==> src/rtl/mc_control_fsm_pkg.sv <==
// Shared definitions for the multicycle MIPS control unit: FSM state
// encoding, opcode/funct field values and datapath mux select encodings.
package mc_ctrl_pkg;

  // Number of FSM states. This also sets the width of the one-hot debug vector.
  localparam int unsigned N_ST = 12;

  // Each enum value is also the bit index of that state in the one-hot S_out vector.
  typedef enum logic [3:0] {
    ST_FETCH  = 4'd0,
    ST_DECODE = 4'd1,
    ST_MEMADR = 4'd2,
    ST_LBRD   = 4'd3,
    ST_LBWR   = 4'd4,
    ST_SBWR   = 4'd5,
    ST_RTEX   = 4'd6,
    ST_RTWR   = 4'd7,
    ST_ADDIEX = 4'd8,
    ST_ADDIWR = 4'd9,
    ST_BREX   = 4'd10,
    ST_JEX    = 4'd11
  } state_t;

  // Opcode field values
  localparam logic [5:0] OP_RTYPE = 6'b000000;
  localparam logic [5:0] OP_LB    = 6'b100000;
  localparam logic [5:0] OP_SB    = 6'b101000;
  localparam logic [5:0] OP_ADDI  = 6'b001000;
  localparam logic [5:0] OP_BEQ   = 6'b000100;
  localparam logic [5:0] OP_BNE   = 6'b000101;
  localparam logic [5:0] OP_J     = 6'b000010;

  // R-type funct field values
  localparam logic [5:0] FN_ADD = 6'b100000;
  localparam logic [5:0] FN_SUB = 6'b100010;
  localparam logic [5:0] FN_AND = 6'b100100;
  localparam logic [5:0] FN_OR  = 6'b100101;
  localparam logic [5:0] FN_SLT = 6'b101010;

  // ALUCont encodings
  localparam logic [2:0] ALU_ADD = 3'b010;
  localparam logic [2:0] ALU_SUB = 3'b110;
  localparam logic [2:0] ALU_AND = 3'b000;
  localparam logic [2:0] ALU_OR  = 3'b001;
  localparam logic [2:0] ALU_SLT = 3'b111;

  // ALUSrcB encodings
  localparam logic [1:0] SRCB_B     = 2'b00;
  localparam logic [1:0] SRCB_ONE   = 2'b01;
  localparam logic [1:0] SRCB_IMM   = 2'b10;
  localparam logic [1:0] SRCB_IMMSH = 2'b11;

  // PCSrc encodings
  localparam logic [1:0] PCSRC_ALU    = 2'b00;
  localparam logic [1:0] PCSRC_ALUOUT = 2'b01;
  localparam logic [1:0] PCSRC_JUMP   = 2'b10;

  function automatic logic [N_ST-1:0] state_onehot(input state_t s);
    return N_ST'(1) << s;
  endfunction

endpackage

==> src/rtl/mc_control_fsm_if.sv <==
// Bundle of signals between the control FSM and the datapath/memory.
//   master : control FSM side. It reads the IR fields, the zero flag and
//            mem_ready, and it drives the mux selects, enables and debug state.
//   slave  : datapath/memory side, with the directions reversed.
interface mc_control_fsm_if
  import mc_ctrl_pkg::*;
#(
  parameter int unsigned IR_BYTES = 4,
  parameter int unsigned N_STATES = N_ST
);
  logic [5:0]          OP;
  logic [5:0]          F;
  logic                Zero_DetectBar;
  logic                mem_ready;
  logic                MemRead;
  logic                MemWrite;
  logic                IorD;
  logic [IR_BYTES-1:0] IRWr;
  logic                PCWrite;
  logic [1:0]          PCSrc;
  logic                ALUSrcA;
  logic [1:0]          ALUSrcB;
  logic [2:0]          ALUCont;
  logic                RegWrite;
  logic                RegDst;
  logic                MemtoReg;
  logic [N_STATES-1:0] S_out;
  logic                illegal_op;

  modport master (
    input  OP, F, Zero_DetectBar, mem_ready,
    output MemRead, MemWrite, IorD, IRWr, PCWrite, PCSrc, ALUSrcA, ALUSrcB,
           ALUCont, RegWrite, RegDst, MemtoReg, S_out, illegal_op
  );

  modport slave (
    output OP, F, Zero_DetectBar, mem_ready,
    input  MemRead, MemWrite, IorD, IRWr, PCWrite, PCSrc, ALUSrcA, ALUSrcB,
           ALUCont, RegWrite, RegDst, MemtoReg, S_out, illegal_op
  );
endinterface

==> src/rtl/mc_control_fsm_alu_funct_dec.sv <==
// R-type funct decoder. It maps F to an ALUCont value and flags unknown
// funct codes. The block is purely combinational.
//   F           in  6  IR funct field
//   ALUCont     out 3  ALU operation. Defaults to add when F is unknown.
//   funct_valid out 1  1 = F is a supported R-type funct
module alu_funct_dec
  import mc_ctrl_pkg::*;
(
  input  logic [5:0] F,
  output logic [2:0] ALUCont,
  output logic       funct_valid
);
  always_comb begin
    ALUCont     = ALU_ADD;
    funct_valid = 1'b1;
    case (F)
      FN_ADD:  ALUCont = ALU_ADD;
      FN_SUB:  ALUCont = ALU_SUB;
      FN_AND:  ALUCont = ALU_AND;
      FN_OR:   ALUCont = ALU_OR;
      FN_SLT:  ALUCont = ALU_SLT;
      default: funct_valid = 1'b0;
    endcase
  end
endmodule

==> src/rtl/mc_control_fsm.sv <==
// Multicycle MIPS control FSM. Fetches the instruction in IR_BYTES
// byte-wide cycles, waits on mem_ready in the fetch and memory states, and
// decodes lb/sb/R-type/addi/beq plus optional bne/j. Unsupported opcodes and
// funct codes set a sticky illegal_op flag.
//   Fclk     in  1  clock, rising edge
//   ResetBar in  1  asynchronous active-low reset. All outputs read 0 while
//                   it is low, except S_out, which shows FETCH.
//   bus      master modport of mc_control_fsm_if. It carries the IR fields,
//                   the zero flag, mem_ready and all datapath controls.
module mc_control_fsm
  import mc_ctrl_pkg::*;
#(
  parameter int unsigned IR_BYTES = 4,
  parameter int unsigned EN_BNE   = 1,
  parameter int unsigned EN_JUMP  = 1,
  parameter int unsigned N_STATES = N_ST
)(
  input  logic           Fclk,
  input  logic           ResetBar,
  mc_control_fsm_if.master bus
);
  localparam int unsigned     FBW     = (IR_BYTES > 1) ? $clog2(IR_BYTES) : 1;
  localparam logic [FBW-1:0]  FB_LAST = FBW'(IR_BYTES - 1);

  state_t         r_state, w_state_nxt;
  logic [FBW-1:0] r_fb, w_fb_nxt;
  logic           r_illegal, w_illegal_set;

  logic [2:0]          w_rt_alu;
  logic                w_funct_ok;
  logic                w_memread, w_memwrite, w_iord, w_pcwrite;
  logic                w_alusrca, w_regwrite, w_regdst, w_memtoreg;
  logic [1:0]          w_pcsrc, w_alusrcb;
  logic [2:0]          w_alucont;
  logic [IR_BYTES-1:0] w_irwr;

  alu_funct_dec u_funct_dec (
    .F           (bus.F),
    .ALUCont     (w_rt_alu),
    .funct_valid (w_funct_ok)
  );

  // State register, fetch byte counter and the sticky illegal flag
  always_ff @(posedge Fclk or negedge ResetBar) begin
    if (!ResetBar) begin
      r_state   <= ST_FETCH;
      r_fb      <= '0;
      r_illegal <= 1'b0;
    end else begin
      r_state <= w_state_nxt;
      r_fb    <= w_fb_nxt;
      if (w_illegal_set)
        r_illegal <= 1'b1;
    end
  end

  // Next-state logic
  always_comb begin
    w_state_nxt   = r_state;
    w_fb_nxt      = r_fb;
    w_illegal_set = 1'b0;
    unique case (r_state)
      ST_FETCH:
        if (bus.mem_ready) begin
          if (r_fb == FB_LAST) begin
            w_fb_nxt    = '0;
            w_state_nxt = ST_DECODE;
          end else begin
            w_fb_nxt = r_fb + 1'b1;
          end
        end
      ST_DECODE:
        if (bus.OP == OP_LB || bus.OP == OP_SB)
          w_state_nxt = ST_MEMADR;
        else if (bus.OP == OP_RTYPE)
          w_state_nxt = ST_RTEX;
        else if (bus.OP == OP_ADDI)
          w_state_nxt = ST_ADDIEX;
        else if (bus.OP == OP_BEQ || (EN_BNE != 0 && bus.OP == OP_BNE))
          w_state_nxt = ST_BREX;
        else if (EN_JUMP != 0 && bus.OP == OP_J)
          w_state_nxt = ST_JEX;
        else begin
          w_state_nxt   = ST_FETCH;
          w_illegal_set = 1'b1;
        end
      ST_MEMADR: w_state_nxt = (bus.OP == OP_SB) ? ST_SBWR : ST_LBRD;
      ST_LBRD:   if (bus.mem_ready) w_state_nxt = ST_LBWR;
      ST_LBWR:   w_state_nxt = ST_FETCH;
      ST_SBWR:   if (bus.mem_ready) w_state_nxt = ST_FETCH;
      ST_RTEX:
        if (w_funct_ok)
          w_state_nxt = ST_RTWR;
        else begin
          w_state_nxt   = ST_FETCH;
          w_illegal_set = 1'b1;
        end
      ST_RTWR:   w_state_nxt = ST_FETCH;
      ST_ADDIEX: w_state_nxt = ST_ADDIWR;
      ST_ADDIWR: w_state_nxt = ST_FETCH;
      ST_BREX:   w_state_nxt = ST_FETCH;
      ST_JEX:    w_state_nxt = ST_FETCH;
      default:   w_state_nxt = ST_FETCH;
    endcase
  end

  // Moore outputs. Gating with ResetBar keeps the FETCH strobes quiet while
  // reset is held, because the state register already reads FETCH then.
  always_comb begin
    w_memread  = 1'b0;
    w_memwrite = 1'b0;
    w_iord     = 1'b0;
    w_irwr     = '0;
    w_pcwrite  = 1'b0;
    w_pcsrc    = PCSRC_ALU;
    w_alusrca  = 1'b0;
    w_alusrcb  = SRCB_B;
    w_alucont  = 3'b000;
    w_regwrite = 1'b0;
    w_regdst   = 1'b0;
    w_memtoreg = 1'b0;
    if (ResetBar) begin
      unique case (r_state)
        ST_FETCH: begin
          w_memread = 1'b1;
          w_alusrcb = SRCB_ONE;
          w_alucont = ALU_ADD;
          w_irwr    = IR_BYTES'(bus.mem_ready) << r_fb;
          w_pcwrite = bus.mem_ready;
        end
        ST_DECODE: begin
          w_alusrcb = SRCB_IMMSH;
          w_alucont = ALU_ADD;
        end
        ST_MEMADR, ST_ADDIEX: begin
          w_alusrca = 1'b1;
          w_alusrcb = SRCB_IMM;
          w_alucont = ALU_ADD;
        end
        ST_LBRD: begin
          w_memread = 1'b1;
          w_iord    = 1'b1;
        end
        ST_LBWR: begin
          w_regwrite = 1'b1;
          w_memtoreg = 1'b1;
        end
        ST_SBWR: begin
          w_iord     = 1'b1;
          w_memwrite = bus.mem_ready;
        end
        ST_RTEX: begin
          w_alusrca = 1'b1;
          w_alusrcb = SRCB_B;
          w_alucont = w_rt_alu;
        end
        ST_RTWR: begin
          w_regwrite = 1'b1;
          w_regdst   = 1'b1;
        end
        ST_ADDIWR: w_regwrite = 1'b1;
        ST_BREX: begin
          w_alusrca = 1'b1;
          w_alusrcb = SRCB_B;
          w_alucont = ALU_SUB;
          w_pcsrc   = PCSRC_ALUOUT;
          w_pcwrite = (bus.OP == OP_BEQ) ? ~bus.Zero_DetectBar : bus.Zero_DetectBar;
        end
        ST_JEX: begin
          w_pcsrc   = PCSRC_JUMP;
          w_pcwrite = 1'b1;
        end
        default: ;
      endcase
    end
  end

  assign bus.MemRead    = w_memread;
  assign bus.MemWrite   = w_memwrite;
  assign bus.IorD       = w_iord;
  assign bus.IRWr       = w_irwr;
  assign bus.PCWrite    = w_pcwrite;
  assign bus.PCSrc      = w_pcsrc;
  assign bus.ALUSrcA    = w_alusrca;
  assign bus.ALUSrcB    = w_alusrcb;
  assign bus.ALUCont    = w_alucont;
  assign bus.RegWrite   = w_regwrite;
  assign bus.RegDst     = w_regdst;
  assign bus.MemtoReg   = w_memtoreg;
  assign bus.S_out      = N_STATES'(state_onehot(r_state));
  assign bus.illegal_op = r_illegal;
endmodule
==> src/flat_wrapper.sv <==
// flat-port wrapper written by rule: the top's interface ports become plain ports
module mc_control_fsm_flat import mc_ctrl_pkg::*;
#(
  parameter int unsigned IR_BYTES = 4,
  parameter int unsigned EN_BNE   = 1,
  parameter int unsigned EN_JUMP  = 1,
  parameter int unsigned N_STATES = N_ST
)
  (Fclk, ResetBar, bus_OP, bus_F, bus_Zero_DetectBar, bus_mem_ready, bus_MemRead, bus_MemWrite, bus_IorD, bus_IRWr, bus_PCWrite, bus_PCSrc, bus_ALUSrcA, bus_ALUSrcB, bus_ALUCont, bus_RegWrite, bus_RegDst, bus_MemtoReg, bus_S_out, bus_illegal_op);
  mc_control_fsm_if #(.IR_BYTES(IR_BYTES), .N_STATES(N_STATES)) bus_i ();
  input  logic Fclk;
  input  logic ResetBar;
  input wire logic [$bits(bus_i.OP)-1:0] bus_OP;
  input wire logic [$bits(bus_i.F)-1:0] bus_F;
  input wire logic [$bits(bus_i.Zero_DetectBar)-1:0] bus_Zero_DetectBar;
  input wire logic [$bits(bus_i.mem_ready)-1:0] bus_mem_ready;
  output wire logic [$bits(bus_i.MemRead)-1:0] bus_MemRead;
  output wire logic [$bits(bus_i.MemWrite)-1:0] bus_MemWrite;
  output wire logic [$bits(bus_i.IorD)-1:0] bus_IorD;
  output wire logic [$bits(bus_i.IRWr)-1:0] bus_IRWr;
  output wire logic [$bits(bus_i.PCWrite)-1:0] bus_PCWrite;
  output wire logic [$bits(bus_i.PCSrc)-1:0] bus_PCSrc;
  output wire logic [$bits(bus_i.ALUSrcA)-1:0] bus_ALUSrcA;
  output wire logic [$bits(bus_i.ALUSrcB)-1:0] bus_ALUSrcB;
  output wire logic [$bits(bus_i.ALUCont)-1:0] bus_ALUCont;
  output wire logic [$bits(bus_i.RegWrite)-1:0] bus_RegWrite;
  output wire logic [$bits(bus_i.RegDst)-1:0] bus_RegDst;
  output wire logic [$bits(bus_i.MemtoReg)-1:0] bus_MemtoReg;
  output wire logic [$bits(bus_i.S_out)-1:0] bus_S_out;
  output wire logic [$bits(bus_i.illegal_op)-1:0] bus_illegal_op;
  assign bus_i.OP = bus_OP;
  assign bus_i.F = bus_F;
  assign bus_i.Zero_DetectBar = bus_Zero_DetectBar;
  assign bus_i.mem_ready = bus_mem_ready;
  assign bus_MemRead = bus_i.MemRead;
  assign bus_MemWrite = bus_i.MemWrite;
  assign bus_IorD = bus_i.IorD;
  assign bus_IRWr = bus_i.IRWr;
  assign bus_PCWrite = bus_i.PCWrite;
  assign bus_PCSrc = bus_i.PCSrc;
  assign bus_ALUSrcA = bus_i.ALUSrcA;
  assign bus_ALUSrcB = bus_i.ALUSrcB;
  assign bus_ALUCont = bus_i.ALUCont;
  assign bus_RegWrite = bus_i.RegWrite;
  assign bus_RegDst = bus_i.RegDst;
  assign bus_MemtoReg = bus_i.MemtoReg;
  assign bus_S_out = bus_i.S_out;
  assign bus_illegal_op = bus_i.illegal_op;
  mc_control_fsm #(.IR_BYTES(IR_BYTES), .EN_BNE(EN_BNE), .EN_JUMP(EN_JUMP), .N_STATES(N_STATES)) u_core (.Fclk(Fclk), .ResetBar(ResetBar), .bus(bus_i));
endmodule
==> config.mk <==
export PLATFORM = sky130hd
export DESIGN_NAME = mc_control_fsm_flat
export DESIGN_NICKNAME = d
export VERILOG_FILES = /design/src/rtl/mc_control_fsm_pkg.sv /design/src/rtl/mc_control_fsm_if.sv /design/src/rtl/mc_control_fsm_alu_funct_dec.sv /design/src/rtl/mc_control_fsm.sv /design/src/flat_wrapper.sv
export SDC_FILE = /design/constraint.sdc
export NUM_CORES = 1
export LEC_CHECK = 0
export CORE_UTILIZATION = 37
export CTS_CLUSTER_SIZE = 30
export DETAILED_ROUTE_END_ITERATION = 10
export PLACE_DENSITY = 0.86
export REMOVE_ABC_BUFFERS = 1
export SYNTH_ARGS = -nofsm -noshare
export SYNTH_HDL_FRONTEND = slang
export SYNTH_SLANG_ARGS = --single-unit
==> constraint.sdc <==
create_clock -name Fclk -period 1.7 [get_ports Fclk]
set_input_delay 0.17 -clock Fclk [delete_from_list [all_inputs] [get_ports Fclk]]
set_output_delay 0.17 -clock Fclk [all_outputs]
set_load 0.01 [all_outputs]
* Yosys cells after proc, flatten, opt, wreduce, memory -nomap -nowiden
Cells that the tools add are included.
** Cells by class
- Add/sub/neg operators :: 1
- Eq/ne operators :: 27
- Shift-type cells :: 2
- Multiplexer cells :: 47
- Bitwise logic cells :: 1
- Reduce and logical (&&, ||, !) cells :: 13
** Operator list (number)
- two-way mux 4 bit :: 11
- equality test 6 bit (second input constant) :: 7
- case mux 4 bit (7 select lines) :: 1
- two-way mux 1 bit :: 23
- equality test 4 x 3 -> 1 bit (second input constant) :: 4
- equality test 4 bit (second input constant) :: 4
- equality test 6 x 3 -> 1 bit (second input constant) :: 2
- case mux 3 bit (4 select lines) :: 1
- << shifter 1 x 4 -> 12 bit (first input constant) :: 1
- two-way mux 3 bit :: 3
- case mux 3 bit (3 select lines) :: 1
- equality test 4 x 2 -> 1 bit (second input constant) :: 2
- OR reduction 4 bit :: 2
- equality test 6 x 2 -> 1 bit (second input constant) :: 1
- equality test 6 x 4 -> 1 bit (second input constant) :: 1
- zero test 6 bit :: 1
- two-way mux 2 bit :: 3
- inequality test 2 bit (second input constant) :: 3
- case mux 2 bit (3 select lines) :: 1
- OR reduction 2 bit :: 3
- OR reduction 5 bit :: 1
- equality test 4 x 1 -> 1 bit (second input constant) :: 1
- zero test 4 bit :: 1
- case mux 2 bit (2 select lines) :: 1
- other kinds (11) :: 12
** Storage, ports and cells
- Flip-flop bits (word level) :: 7
- Output and inout bits :: 32
- Word-level logic and storage cells :: 94

* Depth between registers and ports, before layout
Gate-level depths: netlist (run 1).
- Word-level depth :: 7
- Mapped depth :: 5
- Gate-level depth less buffers :: 4

* By module
Synthesis (run 1) repeated with hierarchy kept, for this count alone.
** Second synthesis, totals
- Cell total of the unflattened synthesis :: 157
- Area, all modules :: 1058.5 µm²
** Modules (own cells, without submodules)
- mc_control_fsm :: instances 1, cells an instance 148, area an instance 972.2 µm², sequential area each 175.2 µm²
- alu_funct_dec :: instances 1, cells an instance 9, area an instance 86.3 µm², sequential area each 0.0 µm²

* Worst setup path after synthesis (run 1)
Ideal clock, no wire load.
- Kind :: register -> output
- Start :: register u_core.r_state[1]
- End :: output port bus_ALUSrcA
- Arrival time :: 1.534 ns
- Path slack :: -0.004 ns
- Stages on the path, launching flop included :: 5
- Path through :: dfrtp_1 -> buf_2 -> buf_2 -> nor2_1 -> a2111oi_0
** On the way
- Word-level cells in the longest chain between the ends :: 4
- Elaborated cells between the ends (all ways) :: 7
- Classes of those cells :: eq/ne: 4; mux: 2; reduce/logical: 1
** RTL lines
- from (decl) :: line mc_control_fsm.sv:25 : state_t r_state, w_state_nxt;
- from (signal assigned) :: line mc_control_fsm.sv:50 : r_state <= w_state_nxt;
- equality test 4 x 2 -> 1 bit, or another cell as far along :: line mc_control_fsm.sv:123 : unique case (r_state)
- OR reduction 4 bit (no source line) *
- two-way mux 1 bit * :: line mc_control_fsm.sv:123
- two-way mux 1 bit * :: line mc_control_fsm.sv:122 : if (ResetBar) begin
- to (decl) :: line flat_wrapper.sv:23 : output wire logic [$bits(bus_i.ALUSrcA)-1:0] bus_ALUSrcA;
Mark *: on every way between the ends. The rest lies on a longest branch, timed or not.

* Worst setup path after layout (run 1)
- Start :: register u_core.r_state[3]
- End :: output port bus_IRWr[1]
** On the way
- Word-level cells in the longest chain between the ends :: 3
** RTL lines
- zero test 4 bit :: line mc_control_fsm.sv:123
- two-way mux 4 bit :: line mc_control_fsm.sv:123
- two-way mux 4 bit :: line mc_control_fsm.sv:122
- to (decl) :: line flat_wrapper.sv:20 : output wire logic [$bits(bus_i.IRWr)-1:0] bus_IRWr;
No other way between the ends.

==> results of run 1 <==
[synthesized netlist by cell type (all sizes together), types with 2 or more instances]
master,count
nor3,13
buf,8
nand2,8
mux2i,2
xor2,2
nor2,19
nor4,4
o211ai,2
inv,3
nor4b,3
a21oi,13
a32oi,2
nand3b,2
clkbuf,5
or3,3
mux2,2
nor2b,3
nor3b,4
nand2b,11
dfrtp,7
[layout make-up]
type	instances	area, µm²	area share (%)
multi-input cells	116	955	46.8
inverters	3	11.3	0.551
clock buffers	4	26.3	1.29
flip-flops and latches	7	176	8.64
well taps	30	37.5	1.84
repair buffers	102	836	40.9
[layer usage]
| layer | track usage [%] | vias up | routed length, µm |
|---|---|---|---|
| met5 | 0 | - | 0 |
| li1 | - | 699 | - |
| met2 | 50.6 | 104 | 2380 |
| met1 | 31.1 | 722 | 1840 |
| met3 | 1.98 | 31 | 349 |
| met4 | 9.65 | 0 | 210 |
[cell families (layout without fill, tap and decap cells)]
group	count (synthesis)	count (layout)	synth area share, %
fa+ha+maj	1	1	1.25
xor+xnor	3	3	2.63
simple gates	77	77	45.5
buf+inv	16	109	7.14
mux	4	4	4.26
flops	7	7	17.5
compound gates	31	31	21.7
[power by group through the flow]
stage          registers, mW  clock network (mW)  logic [mW]
3_3_place_gp           0.278                   0        1.27
4_1_cts                0.289               0.143        1.40
5_1_grt                0.307               0.162        1.86
6_report               0.303               0.142        1.77
2_1_floorplan          0.361                   0       0.561
3_5_place_dp           0.288                   0        1.31
[final timing paths]
path                                                endpoint  cells after the start
hold / removal                 u_core.r_state[0]$_DFFE_PN0P_                      2
max in group asynchronous      u_core.r_state[1]$_DFFE_PN0P_                      2
setup reg to reg               u_core.r_state[1]$_DFFE_PN0P_                      6
setup / recovery                                 bus_IRWr[1]                      6
hold reg to reg            u_core.bus.illegal_op$_DFFE_PN0P_                      1
min in group Fclk          u_core.bus.illegal_op$_DFFE_PN0P_                      1
[sequential cells by signal (all words and copies together), names as in the netlist]
name / flops
u_core.r_fb: 2
u_core.bus.illegal_op: 1
u_core.r_state: 4
[repair_timing]
item,CTS,global route
gates cloned,0,2
setup buffers,5,10
hold endpoints to repair,0,0
gates resized for setup,116,54
pin swaps,5,12
endpoints found under the setup margin,34,28
[worst register-to-register path: cells and delay by family, from the launching register on]
family | cells | cell delay, ns
DFF | 1 | 0.39
buffers and inverters | 3 | 0.40
AOI/OAI and AO/OA | 1 | 0.10
and+or+nand+nor | 2 | 0.93
[per-stage QoR]
stage          instances  setup TNS [ns]  setup WS (ns)  instance area (µm²)
2_1_floorplan        126          -0.342        -0.0994                  938
3_3_place_gp         244           -4.57         -0.410                 1750
5_1_grt              262           -3.42         -0.384                 2040
3_5_place_dp         244           -5.78         -0.513                 1750
4_1_cts              253           -1.10         -0.202                 1860
6_report             262           -2.07         -0.301                 2040
==> results.json, run 1 <==
{
  "async_reset_ff_share_pct": 100,
  "hold_viol_final": 0,
  "drcViolationCount": 0,
  "layout-drive-gt1-share_pct": 52.2,
  "startpoint": "u_core.r_state[3]$_DFFE_PN0P_",
  "synth_area_per_cell_um2": 7.18,
  "crit_arrival_ns": 1.83,
  "grt_usage_pct": 26.9,
  "coreArea_um2": 2520,
  "grt_pass1_vias": 1359,
  "cts_sinks": 7,
  "synth.area.top_cells": "dfrtp_1 18%, nor2_1 7.1%, nand2b_1 6.9%, a21oi_1 6.5%, nor3_1 6.5%",
  "grt_pass1_wl_mm": 5.80,
  "worst_setup_path_end_kind": "output pin",
  "netlist_instances": 139,
  "ant_nets": 0,
  "cap_viol_max_count": 0,
  "finalWeightedCongestion": 0.838,
  "portBuffers": 47,
  "slew_headroom_pct": 71.5,
  "seqPwrFrac_pct": 13.7,
  "worstPathRequired_ns": 1.53,
  "drt_wl_total_mm": 4.78,
  "cp-start-kind": "register",
  "dp_hpwl_mm": 2.75,
  "cts.clk_slew.worst_paths_ns": 0.05,
  "ir_worst_vdd_mv": 1.10,
  "critPathKind": "reg -> out",
  "p_sw_share_pct": 44.6,
  "ys.flop_type": "dfrtp_1",
  "clock_skew_ns": 0.000298,
  "hold_ws_ns": 0.288,
  "worst_slack_ns": -0.301,
  "p_sw_mw": 0.987,
  "antenna_found_initial": 0,
  "status": "complete, but fails checks",
  "fin_crit_sh_pct": 118,
  "synth_top_area_cell": "dfrtp_1",
  "grt-ovfl-total": 0,
  "critPathTopFamily": "simple AND/OR/NAND/NOR gates",
  "path_buf_inv": 2,
  "min_path_type": "in -> async",
  "htreeDepth": 1,
  "p_total_mw": 2.22,
  "layout_min_cycle_time_ns": 2.00,
  "num_antenna_cells": 0,
  "ys_ff_latch": 7,
  "p_int_mw": 1.23,
  "wl_per_cell_um": 18.2,
  "clk_path_buf_depth": 2,
  "synth-seq-area-share_pct": 17.5,
  "ctsHoldBuffers": 0,
  "rrSetupSlack_ns": -0.21,
  "p_leak_nw": 0.917,
  "clockPowerShare_pct": 6.4,
  "utilization_pct": 81.0,
  "combPwrFrac_pct": 79.9,
  "area_delta_synth_final_pct": 105,
  "cts_buffers": 3,
  "p_per_area_nw_per_um2": 1080,
  "slew_viol_final": 0,
  "fin_nets": 250,
  "drt_iter0_markers": 52,
  "clock_latency_ns": 0.24,
  "placementRows": 18,
  "cpMaxStageDelayCell": "dfrtp_1",
  "tightest_slew_ns": 0.424,
  "max_freq_mhz": 500,
  "cts_tree": "yes",
  "layout_common_cells": "41 x buf_4, 19 x buf_2, 16 x clkdlybuf4s50_1",
  "cts_root_buffer": "clkbuf_4",
  "die_h_um": 53.9,
  "syn-cell-area_um2": 998,
  "violations": "negative setup slack",
  "ys_types": 48,
  "yosysTopAreaCellShare_pct": 17.5,
  "ios": 48,
  "die_width_um": 53.9,
  "rsz0062_at_grt": "true",
  "finalSetupViolCount": 17,
  "path_cells": "or2_4 > nor4b_4 > buf_4 > nand2_4 > nor3b_2 > buf_2",
  "die_area_um2": 2910,
  "initial_utilization_pct": 39.6,
  "critPathMaxStageDelay_ns": 0.41,
  "layout_commonest_cell": "buf_4",
  "yosysWarnings": 0,
  "fill_cells": 162,
  "routed-via-count": 1556,
  "cp_max_fo": 3,
  "viasPerCell": 5.94,
  "reg2reg_from": "u_core.r_state[2]$_DFFE_PN0P_",
  "grt_max_degree": 15,
  "firstDrtPassIters": 4,
  "synth_edf_count": 0
}
Note: power is estimated with default switching activity, not from simulation.
==> inputs of run 2 (changes only) <==
--- a/config.mk
+++ b/config.mk
@@ -5,11 +5,13 @@
 export SDC_FILE = /design/constraint.sdc
 export NUM_CORES = 1
 export LEC_CHECK = 0
+export CORE_MARGIN = 8
 export CORE_UTILIZATION = 37
 export CTS_CLUSTER_SIZE = 30
 export DETAILED_ROUTE_END_ITERATION = 10
 export PLACE_DENSITY = 0.86
 export REMOVE_ABC_BUFFERS = 1
+export SLEW_MARGIN = 30
 export SYNTH_ARGS = -nofsm -noshare
 export SYNTH_HDL_FRONTEND = slang
 export SYNTH_SLANG_ARGS = --single-unit
==> run 2 against run 1 <==
The flow still finishes with violations (negative setup slack). Non-clock buffer count up 13. Worst hold slack better by 0.019 ns. First-iteration DRC count up 110%. Via count up 3.8%. Sequential share of layout area down 0.58 points. Critical path depth unchanged. Sequential power about the same. Routed wire length up 16%. Global-route usage down 6.1 points. Die area up 59%. Largest power group unchanged.
==> results.json, run 2 (synthesis results as in run 1) <==
{
  "status": "complete, but fails checks",
  "violations": "negative setup slack",
  "utilization_pct": 82.2,
  "p_sw_mw": 1.10,
  "num_antenna_cells": 0,
  "slew_viol_final": 0,
  "htreeDepth": 1,
  "path_cells": "buf_4 > buf_8 > or4b_4 > buf_6 > or3_1 > o211ai_1",
  "p_per_area_nw_per_um2": 1110,
  "critPathTopFamily": "simple AND/OR/NAND/NOR gates",
  "die_area_um2": 4620,
  "seqPwrFrac_pct": 12.6,
  "cts.clk_slew.worst_paths_ns": 0.06,
  "slew_headroom_pct": 72.7,
  "clock_latency_ns": 0.26,
  "routed-via-count": 1615,
  "cts_buffers": 3,
  "cts_root_buffer": "clkbuf_4",
  "drt_wl_total_mm": 5.55,
  "hold_viol_final": 0,
  "layout_commonest_cell": "buf_4",
  "grt_max_degree": 17,
  "worst_setup_path_end_kind": "register",
  "dp_hpwl_mm": 3.27,
  "grt_usage_pct": 20.8,
  "fin_cells": 276,
  "clk_path_buf_depth": 2,
  "ant_nets": 0,
  "layout_min_cycle_time_ns": 1.94,
  "p_sw_share_pct": 45.1,
  "finalSetupViolCount": 19,
  "cap_viol_max_count": 0,
  "firstDrtPassIters": 4,
  "dp.cells": 252,
  "p_int_mw": 1.34,
  "coreArea_um2": 2660,
  "max_freq_mhz": 515,
  "ir_worst_vdd_mv": 0.912,
  "fill_cells": 156,
  "die_width_um": 67.9,
  "cts_sinks": 7,
  "die_h_um": 67.9,
  "initial_utilization_pct": 37.5,
  "combPwrFrac_pct": 80.9,
  "clock_skew_ns": 0.0105,
  "rsz0062_at_grt": "true",
  "path_buf_inv": 3,
  "drcViolationCount": 0,
  "wl_per_cell_um": 20.1,
  "tightest_slew_ns": 0.406,
  "fin_nets": 263,
  "cpMaxStageDelayCell": "or4b_4",
  "worstPathRequired_ns": 1.85,
  "p_leak_nw": 0.990,
  "critPathMaxStageDelay_ns": 0.51,
  "grt_pass1_wl_mm": 7.46,
  "regMostFlops": "u_core.r_state",
  "largest_reg_flops": 4,
  "grt-ovfl-total": 0,
  "finalWeightedCongestion": 0.860,
  "cts_tree": "yes",
  "clockPowerShare_pct": 6.5,
  "cp_max_fo": 12,
  "area_delta_synth_final_pct": 119,
  "viasPerCell": 5.85,
  "grt_pass1_vias": 1614,
  "fin_crit_sh_pct": 114,
  "portBuffers": 47,
  "critPathKind": "reg -> reg",
  "drt_iter0_markers": 108,
  "min_path_type": "in -> async",
  "crit_arrival_ns": 2.10,
  "placementRows": 19,
  "cp-start-kind": "register",
  "layout_common_cells": "54 x buf_4, 21 x buf_2, 16 x clkdlybuf4s50_1",
  "layout-drive-gt1-share_pct": 57.1,
  "worst_slack_ns": -0.243,
  "antenna_found_initial": 0,
  "ios": 48
}
==> run 2: worst reg2reg max path, stage by stage, from the launching register on <==
cell and delay (ns):
dfrtp_1 0.39, buf_4 0.15, buf_8 0.14, or4b_4 0.51
buf_6 0.16, or3_1 0.35, o211ai_1 0.13
==> run 2: path summary, 6_finish.rpt <==
path | slack (ns) | endpoint | cells after the start | startpoint
max in group asynchronous | 1.07 | u_core.bus.illegal_op$_DFFE_PN0P_ | 3 | ResetBar
setup reg to reg | -0.24 | u_core.r_state[1]$_DFFE_PN0P_ | 6 | u_core.r_state[2]$_DFFE_PN0P_
hold / removal | 0.31 | u_core.r_state[1]$_DFFE_PN0P_ | 2 | ResetBar
setup / recovery | -0.24 | u_core.r_state[1]$_DFFE_PN0P_ | 6 | u_core.r_state[2]$_DFFE_PN0P_
min in group Fclk | 0.54 | u_core.bus.illegal_op$_DFFE_PN0P_ | 1 | u_core.bus.illegal_op$_DFFE_PN0P_
hold reg to reg | 0.54 | u_core.bus.illegal_op$_DFFE_PN0P_ | 1 | u_core.bus.illegal_op$_DFFE_PN0P_
==> run 2: through the flow <==
step           worst slack, ns  TNS (ns)  hold WS [ns]  cell area, µm²  total power [mW]
4_1_cts                 -0.199     -1.04         0.268            1990              2.06
3_5_place_dp            -0.455     -6.30         0.524            1820              1.69
5_1_grt                 -0.280     -3.18         0.312            2190              2.56
3_3_place_gp            -0.407     -5.01         0.491            1820              1.63
6_report                -0.243     -2.06         0.307            2190              2.43
2_1_floorplan          -0.0994    -0.342        -0.126             938             0.923
==> run 2: final cells by class <==
cell class | instances | area [µm²] | share of cell area, %
repair buffers | 115 | 936 | 42.7
clock buffers | 4 | 26.3 | 1.20
well taps | 31 | 38.8 | 1.77
flip-flops and latches | 7 | 176 | 8.06
multi-input cells | 116 | 1000 | 45.7
inverters | 3 | 11.3 | 0.514
==> run 2: metal layers <==
| layer | up-vias | global-route usage (%) | wire length [µm] |
|---|---|---|---|
| li1 | 725 | - | - |
| met1 | 767 | 20.7 | 2020 |
| met2 | 89 | 40.1 | 2810 |
| met3 | 34 | 3.76 | 414 |
| met4 | 0 | 10.2 | 302 |
| met5 | - | 0 | 0 |
==> run 2: power groups by stage <==
stage / registers, mW / logic, mW / clock network, mW
floorplan: 0.361 / 0.561 / 0
global placement: 0.279 / 1.35 / 0
detailed placement: 0.289 / 1.40 / 0
CTS: 0.289 / 1.62 / 0.150
global route: 0.310 / 2.07 / 0.176
finish: 0.306 / 1.97 / 0.158
==> run 2: timing repair <==
item / CTS / global route
pin swaps: 20 / 12
hold buffers: 0 / 0
resized for setup: 133 / 54
setup buffers: 10 / 12
setup endpoints to repair: 35 / 34
